### src/rtl/gelato_simd_alu_pkg.sv
// Shared Gelato type package: ALU opcodes, ALU FSM states and the opcode
// legality helper used by the SIMD ALU.
package gelato_types;

  typedef enum logic [3:0] {
    ADD  = 4'd0,
    SUB  = 4'd1,
    AND  = 4'd2,
    OR   = 4'd3,
    XOR  = 4'd4,
    SLL  = 4'd5,
    SRL  = 4'd6,
    SRA  = 4'd7,
    SLT  = 4'd8,
    SLTU = 4'd9,
    MUL  = 4'd10
  } alu_op_t;

  // State names carry a prefix so they do not collide with the MUL opcode.
  typedef enum logic [1:0] {
    ST_IDLE = 2'd0,
    ST_MUL  = 2'd1,
    ST_RESP = 2'd2
  } alu_state_t;

  // Encodings above MUL are unused and flagged as illegal on the response.
  function automatic logic op_legal(input alu_op_t op);
    return (op <= MUL);
  endfunction

endpackage

### src/rtl/gelato_simd_alu_if.sv
// Issue -> ALU -> writeback bus for the SIMD ALU.
//   master : issue/writeback side (drives requests, consumes responses)
//   slave  : the ALU
// Lane i of every wide vector occupies bits [i*DATA_WIDTH +: DATA_WIDTH].
interface gelato_simd_alu_if
  import gelato_types::*;
#(
  parameter int NUM_LANES  = 4,
  parameter int DATA_WIDTH = 32,
  parameter int TAG_WIDTH  = 4
) ();

  logic                            req_valid;
  logic                            req_ready;
  alu_op_t                         req_op;
  logic [NUM_LANES-1:0]            req_mask;
  logic [NUM_LANES*DATA_WIDTH-1:0] req_rs1;
  logic [NUM_LANES*DATA_WIDTH-1:0] req_rs2;
  logic [TAG_WIDTH-1:0]            req_tag;

  logic                            resp_valid;
  logic                            resp_ready;
  logic [NUM_LANES*DATA_WIDTH-1:0] resp_rd;
  logic [NUM_LANES-1:0]            resp_mask;
  logic [TAG_WIDTH-1:0]            resp_tag;
  logic                            resp_err;

  modport master (
    output req_valid, req_op, req_mask, req_rs1, req_rs2, req_tag, resp_ready,
    input  req_ready, resp_valid, resp_rd, resp_mask, resp_tag, resp_err
  );

  modport slave (
    input  req_valid, req_op, req_mask, req_rs1, req_rs2, req_tag, resp_ready,
    output req_ready, resp_valid, resp_rd, resp_mask, resp_tag, resp_err
  );

endinterface

### src/rtl/gelato_simd_alu_lane.sv
// One SIMD ALU lane.
//   clk, rst_n : clock, async active-low reset
//   op         : operation for the combinational datapath
//   rs1, rs2   : lane operands
//   mul_load   : latch operands into the multiplier, clear accumulator
//   mul_step   : perform one shift-add iteration
//   alu_res    : single-cycle result (0 for MUL and illegal opcodes)
//   mul_res    : accumulator value after the current iteration's add
module gelato_alu_lane
  import gelato_types::*;
#(
  parameter int DATA_WIDTH = 32
) (
  input  logic                  clk,
  input  logic                  rst_n,
  input  alu_op_t               op,
  input  logic [DATA_WIDTH-1:0] rs1,
  input  logic [DATA_WIDTH-1:0] rs2,
  input  logic                  mul_load,
  input  logic                  mul_step,
  output logic [DATA_WIDTH-1:0] alu_res,
  output logic [DATA_WIDTH-1:0] mul_res
);

  localparam int SHW = $clog2(DATA_WIDTH);

  logic [SHW-1:0]        sh;
  logic [DATA_WIDTH-1:0] mcand, mplier, acc;

  assign sh = rs2[SHW-1:0];

  always_comb begin
    alu_res = '0;
    case (op)
      ADD:     alu_res = rs1 + rs2;
      SUB:     alu_res = rs1 - rs2;
      AND:     alu_res = rs1 & rs2;
      OR:      alu_res = rs1 | rs2;
      XOR:     alu_res = rs1 ^ rs2;
      SLL:     alu_res = rs1 << sh;
      SRL:     alu_res = rs1 >> sh;
      SRA:     alu_res = DATA_WIDTH'($signed(rs1) >>> sh);
      SLT:     alu_res = DATA_WIDTH'($signed(rs1) < $signed(rs2));
      SLTU:    alu_res = DATA_WIDTH'(rs1 < rs2);
      default: alu_res = '0;
    endcase
  end

  // Only the low DATA_WIDTH product bits are kept, so the multiplicand can
  // simply shift out of the top without widening.
  assign mul_res = acc + (mplier[0] ? mcand : '0);

  always_ff @(posedge clk or negedge rst_n) begin
    if (!rst_n) begin
      mcand  <= '0;
      mplier <= '0;
      acc    <= '0;
    end else if (mul_load) begin
      mcand  <= rs1;
      mplier <= rs2;
      acc    <= '0;
    end else if (mul_step) begin
      acc    <= mul_res;
      mcand  <= mcand << 1;
      mplier <= mplier >> 1;
    end
  end

endmodule

### src/rtl/gelato_simd_alu.sv
// Gelato SIMD ALU top: warp-wide op under an active mask, tagged response.
//   clk, rst_n : clock, async active-low reset
//   rdy        : global enable; low freezes all state and blocks handshakes
//   bus        : request/response bus (slave side)
// Single-cycle ops respond one edge after accept; MUL iterates DATA_WIDTH
// enabled cycles through the per-lane shift-add multipliers.
module gelato_simd_alu
  import gelato_types::*;
#(
  parameter int NUM_LANES  = 4,
  parameter int DATA_WIDTH = 32,
  parameter int TAG_WIDTH  = 4
) (
  input logic              clk,
  input logic              rst_n,
  input logic              rdy,
  gelato_simd_alu_if.slave bus
);

  localparam int CW = $clog2(DATA_WIDTH) + 1;

  alu_state_t                           state_q, state_d;
  logic [CW-1:0]                        cnt_q;
  logic                                 accept, is_mul, legal, mul_step, mul_done;
  logic [NUM_LANES-1:0][DATA_WIDTH-1:0] alu_res, mul_res, rd_q;
  logic [NUM_LANES-1:0]                 mask_q;
  logic [TAG_WIDTH-1:0]                 tag_q;
  logic                                 err_q;

  assign is_mul   = (bus.req_op == MUL);
  assign legal    = op_legal(bus.req_op);
  assign mul_step = rdy && (state_q == ST_MUL);
  assign mul_done = mul_step && (cnt_q == CW'(1));

  assign bus.req_ready = rdy && ((state_q == ST_IDLE) ||
                                 (state_q == ST_RESP && bus.resp_ready));
  assign accept        = bus.req_valid && bus.req_ready;

  for (genvar i = 0; i < NUM_LANES; i++) begin : g_lane
    gelato_alu_lane #(.DATA_WIDTH(DATA_WIDTH)) u_lane (
      .clk      (clk),
      .rst_n    (rst_n),
      .op       (bus.req_op),
      .rs1      (bus.req_rs1[i*DATA_WIDTH +: DATA_WIDTH]),
      .rs2      (bus.req_rs2[i*DATA_WIDTH +: DATA_WIDTH]),
      .mul_load (accept && is_mul),
      .mul_step (mul_step),
      .alu_res  (alu_res[i]),
      .mul_res  (mul_res[i])
    );
  end

  always_ff @(posedge clk or negedge rst_n) begin
    if (!rst_n) state_q <= ST_IDLE;
    else        state_q <= state_d;
  end

  // req_ready already folds in rdy, so accept never fires while frozen.
  always_comb begin
    state_d = state_q;
    case (state_q)
      ST_IDLE: if (accept) state_d = is_mul ? ST_MUL : ST_RESP;
      ST_MUL:  if (mul_done) state_d = ST_RESP;
      ST_RESP: begin
        if (accept)                    state_d = is_mul ? ST_MUL : ST_RESP;
        else if (rdy && bus.resp_ready) state_d = ST_IDLE;
      end
      default: state_d = ST_IDLE;
    endcase
  end

  always_ff @(posedge clk or negedge rst_n) begin
    if (!rst_n) begin
      cnt_q  <= '0;
      rd_q   <= '0;
      mask_q <= '0;
      tag_q  <= '0;
      err_q  <= 1'b0;
    end else if (accept) begin
      mask_q <= bus.req_mask;
      tag_q  <= bus.req_tag;
      err_q  <= !legal;
      if (is_mul) begin
        cnt_q <= CW'(DATA_WIDTH);
      end else begin
        for (int i = 0; i < NUM_LANES; i++)
          rd_q[i] <= (bus.req_mask[i] && legal) ? alu_res[i] : '0;
      end
    end else if (mul_step) begin
      cnt_q <= cnt_q - CW'(1);
      // Final iteration: capture the post-add accumulator straight into rd.
      if (mul_done) begin
        for (int i = 0; i < NUM_LANES; i++)
          rd_q[i] <= mask_q[i] ? mul_res[i] : '0;
      end
    end
  end

  assign bus.resp_valid = (state_q == ST_RESP);
  assign bus.resp_rd    = rd_q;
  assign bus.resp_mask  = mask_q;
  assign bus.resp_tag   = tag_q;
  assign bus.resp_err   = err_q;

endmodule

### src/flat_wrapper.sv
// flat-port wrapper written by rule: the top's interface ports become plain ports
module gelato_simd_alu_flat import gelato_types::*;
#(
  parameter int NUM_LANES  = 4,
  parameter int DATA_WIDTH = 32,
  parameter int TAG_WIDTH  = 4
)
  (clk, rst_n, rdy, bus_req_valid, bus_req_op, bus_req_mask, bus_req_rs1, bus_req_rs2, bus_req_tag, bus_resp_ready, bus_req_ready, bus_resp_valid, bus_resp_rd, bus_resp_mask, bus_resp_tag, bus_resp_err);
  gelato_simd_alu_if #(.NUM_LANES(NUM_LANES), .DATA_WIDTH(DATA_WIDTH), .TAG_WIDTH(TAG_WIDTH)) bus_i ();
  input logic clk;
  input logic rst_n;
  input logic rdy;
  input wire logic [$bits(bus_i.req_valid)-1:0] bus_req_valid;
  input wire logic [$bits(bus_i.req_op)-1:0] bus_req_op;
  input wire logic [$bits(bus_i.req_mask)-1:0] bus_req_mask;
  input wire logic [$bits(bus_i.req_rs1)-1:0] bus_req_rs1;
  input wire logic [$bits(bus_i.req_rs2)-1:0] bus_req_rs2;
  input wire logic [$bits(bus_i.req_tag)-1:0] bus_req_tag;
  input wire logic [$bits(bus_i.resp_ready)-1:0] bus_resp_ready;
  output wire logic [$bits(bus_i.req_ready)-1:0] bus_req_ready;
  output wire logic [$bits(bus_i.resp_valid)-1:0] bus_resp_valid;
  output wire logic [$bits(bus_i.resp_rd)-1:0] bus_resp_rd;
  output wire logic [$bits(bus_i.resp_mask)-1:0] bus_resp_mask;
  output wire logic [$bits(bus_i.resp_tag)-1:0] bus_resp_tag;
  output wire logic [$bits(bus_i.resp_err)-1:0] bus_resp_err;
  assign bus_i.req_valid = bus_req_valid;
  assign bus_i.req_op = bus_req_op;
  assign bus_i.req_mask = bus_req_mask;
  assign bus_i.req_rs1 = bus_req_rs1;
  assign bus_i.req_rs2 = bus_req_rs2;
  assign bus_i.req_tag = bus_req_tag;
  assign bus_i.resp_ready = bus_resp_ready;
  assign bus_req_ready = bus_i.req_ready;
  assign bus_resp_valid = bus_i.resp_valid;
  assign bus_resp_rd = bus_i.resp_rd;
  assign bus_resp_mask = bus_i.resp_mask;
  assign bus_resp_tag = bus_i.resp_tag;
  assign bus_resp_err = bus_i.resp_err;
  gelato_simd_alu #(.NUM_LANES(NUM_LANES), .DATA_WIDTH(DATA_WIDTH), .TAG_WIDTH(TAG_WIDTH)) u_core (.clk(clk), .rst_n(rst_n), .rdy(rdy), .bus(bus_i));
endmodule
### config.mk
export PLATFORM = sky130hd
export DESIGN_NAME = gelato_simd_alu_flat
export DESIGN_NICKNAME = d
export VERILOG_FILES = /design/src/rtl/gelato_simd_alu_pkg.sv /design/src/rtl/gelato_simd_alu_if.sv /design/src/rtl/gelato_simd_alu_lane.sv /design/src/rtl/gelato_simd_alu.sv /design/src/flat_wrapper.sv
export SDC_FILE = /design/constraint.sdc
export NUM_CORES = 2
export LEC_CHECK = 0
export CAP_MARGIN = 20
export CORE_UTILIZATION = 45
export CTS_CLUSTER_DIAMETER = 150
export DETAILED_ROUTE_END_ITERATION = 12
export PLACE_DENSITY = 0.7
export SLEW_MARGIN = 10
export SYNTH_ARGS = -nofsm -noshare
export SYNTH_HDL_FRONTEND = slang
export SYNTH_SLANG_ARGS = --single-unit
### constraint.sdc
create_clock -name clk -period 4.2 [get_ports clk]
set_input_delay 0.63 -clock clk [delete_from_list [all_inputs] [get_ports clk]]
set_output_delay 0.63 -clock clk [all_outputs]
set_load 0.005 [all_outputs]
==> reports/summary.md <==
The simple logic cell fraction of the synthesized area was 0.188; the arrival time of data at the critical path endpoint was 4640 ps. Share of the clock period used by the worst path after layout: 0.971. The worst setup path is captured at a flip-flop. Setup repair after global routing left no endpoint under its margin. The setup path with the least slack is of type flip-flop to flip-flop.

The tools report the via count of the first global-routing pass as 67700. The most common cell in the netlist is sky130_fd_sc_hd__nand2_1. The path class of the tightest hold or removal check is primary input to async pin. The tools report the startpoint of the worst-slack reg-to-reg timing path as u_core.g_lane[1].u_lane.mcand[0].

Along the worst path, the maximum fanout reaches 3. After routing, the total negative slack on setup checks comes to 0 ps. The tools report the number of distinct library cells after synthesis as 112. The run finished with clean final reports.

The final layout contains 9867 nets. For the pin with the worst max-slew slack, the measured transition is 1120 ps. The multiplexer area fraction after synthesis is 0.0833. The leading area contributor after synthesis is sky130_fd_sc_hd__dfrtp_1.

The H-tree generated during clock tree synthesis spans 3 levels. For this run, the leading register cell type out of synthesis is sky130_fd_sc_hd__dfrtp_1. The run gives 5.48 ps as the final worst hold slack.

STA classifies the critical path startpoint as a flip-flop. The number of nets handed over by synthesis was 8952. In this design, the stage delay of the slowest critical-path cell is 440 ps. The number of buffers added on ports was 411. The post-synthesis async set-or-reset flop share was 1.00.

Summing over every cut layer, the via total after detailed routing is 71500. The tools report the full die area as 0.138 mm^2. The core region is 0.135 mm^2. In this run the cell area of the synthesized design comes to 0.0613 mm^2. The width of the die was 371 um. The final routed wirelength across all metal layers is 310 mm. The run gives 0 as the count of endpoints failing hold in the final timing report. After technology mapping, the gate count stands at 8153.

The run gives 43.9 ps as the maximum clock skew at final layout. The tools report the number of clock sinks seen by CTS as 529. TritonCTS built the clock tree.

The post-route minimum period works out to 4080 ps. The standard cell area after detailed placement is 0.0738 mm^2, and the adder-cell share of the synthesized area is 0.109. Overall overflow remaining after global route: 0. The post-synthesis compound-gate area fraction is 0.314, and the overall power consumption is 25.2 mW. The XOR/XNOR share of the synthesized area is 0.0224.

The clock latency on the worst-skew pair was 710 ps. The share of the synthesized area in the top cell type is 0.216, and the placement row count is 135. The run gives 0 as the number of remaining DRC errors. For the number of max-capacitance violations reported, the log shows 0. The congestion estimate from routability-driven global placement came to 1.03. For this design the static power due to leakage is 35.5 nW.

After detailed routing, the average wire length per cell comes to 28.5 um. In this run the deepest clock path goes through 3 buffers. The number of antenna violations at the first check in global routing is 20.

Final count of pins violating max slew: 0. In the routed layout, each cell is associated on average with a via count of 6.56. Entering global routing, the biggest net connects 177 pins. The HPWL after detailed placement is 238 mm. Library cell used as clock root buffer: sky130_fd_sc_hd__clkbuf_16. Tracing the worst setup path back leads to its startpoint at u_core.g_lane[1].u_lane.mcand[0].

The worst register-to-register path has a setup slack of 120 ps. Traced cell by cell, the critical path runs through and2_1, ha_1, fa_1, a21oi_1, o21ai_1, o2111ai_1, a2111oi_2, nor3_1, o31a_1, nor2_1, o21ai_0, a21boi_1, xor2_1, a221o_1. For this run, the detailed router's first-pass iteration total came to 8. After clock tree synthesis, the clock-pin slew on the worst setup and hold paths is 60 ps. After routing the design area is 0.0762 mm^2. Library cell contributing the largest single delay on the critical path: sky130_fd_sc_hd__fa_1. After synthesis, the largest family of logic cells by area is compound AO/OA/AOI/OAI gates. The die is 371 um tall.

The tools report the sequential area share after synthesis as 0.216. The proportion of layout cells with a drive suffix above 1 is 0.160. The first routing iteration left 9003 violations.

Averaged over all synthesized cells, the footprint is 7.52 um^2. Once detail routing completed, the nets flagged for antenna violations numbered 0. The tightest slew margin relative to the limit was 0.249; the initial core utilization was 0.453. Across the VDD grid, the largest voltage drop is 349 uV. After synthesis, the most frequently instantiated cells are sky130_fd_sc_hd__nand2_1, sky130_fd_sc_hd__nor2_1, sky130_fd_sc_hd__a21oi_1. The run gives 0.435 as the global routing usage summed across all routing layers. The Yosys step of the flow raised 0 warnings. Pin placement for this block handled 412 I/O pins. Relative to the synthesized area, the layout overhead comes to 24.3%.

The total setup violations reported at the end of the flow came out at 0. After synthesis, the cell types taking the most area are sky130_fd_sc_hd__dfrtp_1, sky130_fd_sc_hd__ha_1, sky130_fd_sc_hd__nand2_1, sky130_fd_sc_hd__a21oi_1, sky130_fd_sc_hd__o21ai_0. Counting flops with a built-in enable in the synthesized netlist gives 0.

The tools report the global-route wire length before repair as 449 mm. The clock buffer count from CTS is 69, and the data required time of the critical path is 4760 ps. The number of synthesized register bits came out at 529. The timing-limited maximum frequency was 245 MHz; the total power density per cell area was 330 mW/mm^2.
==> state kept, by name, summed over array words and instances, names as in the netlist <==
register,count
u_core.g_lane.u_lane.mplier,128
u_core.bus.resp_err,1
u_core.bus.resp_rd,128
u_core.g_lane.u_lane.mcand,128
u_core.g_lane.u_lane.acc,128
u_core.state_q,2
u_core.bus.resp_mask,4
u_core.cnt_q,6
u_core.bus.resp_tag,4
==> what timing repair did <==
item,CTS,global route
buffers inserted,0,1
gates resized for setup,0,5
endpoints found under the hold margin,0,0
setup endpoints to repair,0,4
hold buffers,0,0
==> per-stage QoR <==
stage	instances	util	setup slack, ps
detailed placement	10800	0.545	-415
global placement	10800	0.545	-326
CTS	10900	0.563	94.3
floorplan	8153	-	39.7
finish	10900	0.563	123
global route	10900	0.563	15.8
==> layout make-up <==
type	count	area, um^2
tap	1781	2230
clock inverter	30	473
multi-input combinational	6592	44100
timing repair buffer	1455	12700
fill	12700	59100
sequential	529	13200
inverter	421	1580
clock buffer	87	1910
antenna	11	27.5
==> critical path, delay by kind of cell (launching register included) <==
kind | cells | cell delay, ps
XOR/XNOR | 1 | 180
adder cells (fa/ha/maj) | 2 | 680
flip-flops | 1 | 430
AND/OR/NAND/NOR | 3 | 670
AO/OA/AOI/OAI | 8 | 1970
==> routing by layer <==
metal  vias to the layer above  global-route usage  share of wire
li1                      31600                   -              -
met2                      4334               0.653           0.43
met4                        18               0.244          0.063
met1                     34700               0.575           0.40
met3                       866              0.0992           0.11
met5                         -                   0        0.00039
==> where the power goes <==
group          leakage [nW]  switching, mW  internal [mW]
sequential             6.97           1.21           6.55
combinational          27.4           6.36           4.55
clock                  1.16           2.71           3.80
==> layout by cell type, fill, tap and decap left out, types with 31 or more instances in the layout <==
cell type                         instances
sky130_fd_sc_hd__buf_12                  64
sky130_fd_sc_hd__xor2_1                  54
sky130_fd_sc_hd__mux4_2                 113
sky130_fd_sc_hd__a221o_1                 45
sky130_fd_sc_hd__a22oi_1                326
sky130_fd_sc_hd__clkdlybuf4s50_1        389
sky130_fd_sc_hd__ha_1                   514
sky130_fd_sc_hd__dfrtp_1                528
sky130_fd_sc_hd__mux2_2                  42
sky130_fd_sc_hd__a211oi_1               115
sky130_fd_sc_hd__or3_1                   34
sky130_fd_sc_hd__and2_1                 152
sky130_fd_sc_hd__xnor2_1                102
sky130_fd_sc_hd__buf_4                  985
sky130_fd_sc_hd__inv_1                  409
sky130_fd_sc_hd__o21ai_0                622
sky130_fd_sc_hd__a31oi_1                103
sky130_fd_sc_hd__mux2i_1                208
sky130_fd_sc_hd__a221oi_1                71
sky130_fd_sc_hd__nand3_1                180
sky130_fd_sc_hd__nand2b_1                56
sky130_fd_sc_hd__nor2b_1                 42
sky130_fd_sc_hd__o22ai_1                 61
sky130_fd_sc_hd__nor2_1                 757
sky130_fd_sc_hd__o21bai_1                74
sky130_fd_sc_hd__o21a_1                  67
sky130_fd_sc_hd__a211o_1                 31
sky130_fd_sc_hd__a21o_1                 132
sky130_fd_sc_hd__a22o_1                  35
sky130_fd_sc_hd__o211ai_1               112
sky130_fd_sc_hd__nand2_1               1138
sky130_fd_sc_hd__nor3_1                 102
sky130_fd_sc_hd__and3_1                  33
sky130_fd_sc_hd__o31ai_1                 51
sky130_fd_sc_hd__clkbuf_16               70
sky130_fd_sc_hd__a21oi_1                679
sky130_fd_sc_hd__o221ai_1                74
==> logic make-up after synthesis <==
family	after synthesis
simple gates	2642
flops	529
compound gates	2903
fa+ha+maj	526
mux	364
xor+xnor	157
buf+inv	1032
==> path summary, 6_finish.rpt <==
kind                       depth (start not counted)                                end
hold reg to reg                                    2  u_core.g_lane[3].u_lane.mplier[6]
max in group asynchronous                          2    u_core.g_lane[2].u_lane.acc[17]
setup reg to reg                                  14             u_core.bus.resp_rd[62]
hold / removal                                     1   u_core.g_lane[0].u_lane.mcand[8]
min in group clk                                   4  u_core.g_lane[1].u_lane.mplier[3]
setup / recovery                                  14             u_core.bus.resp_rd[62]
(Power assumes the default switching activity.)
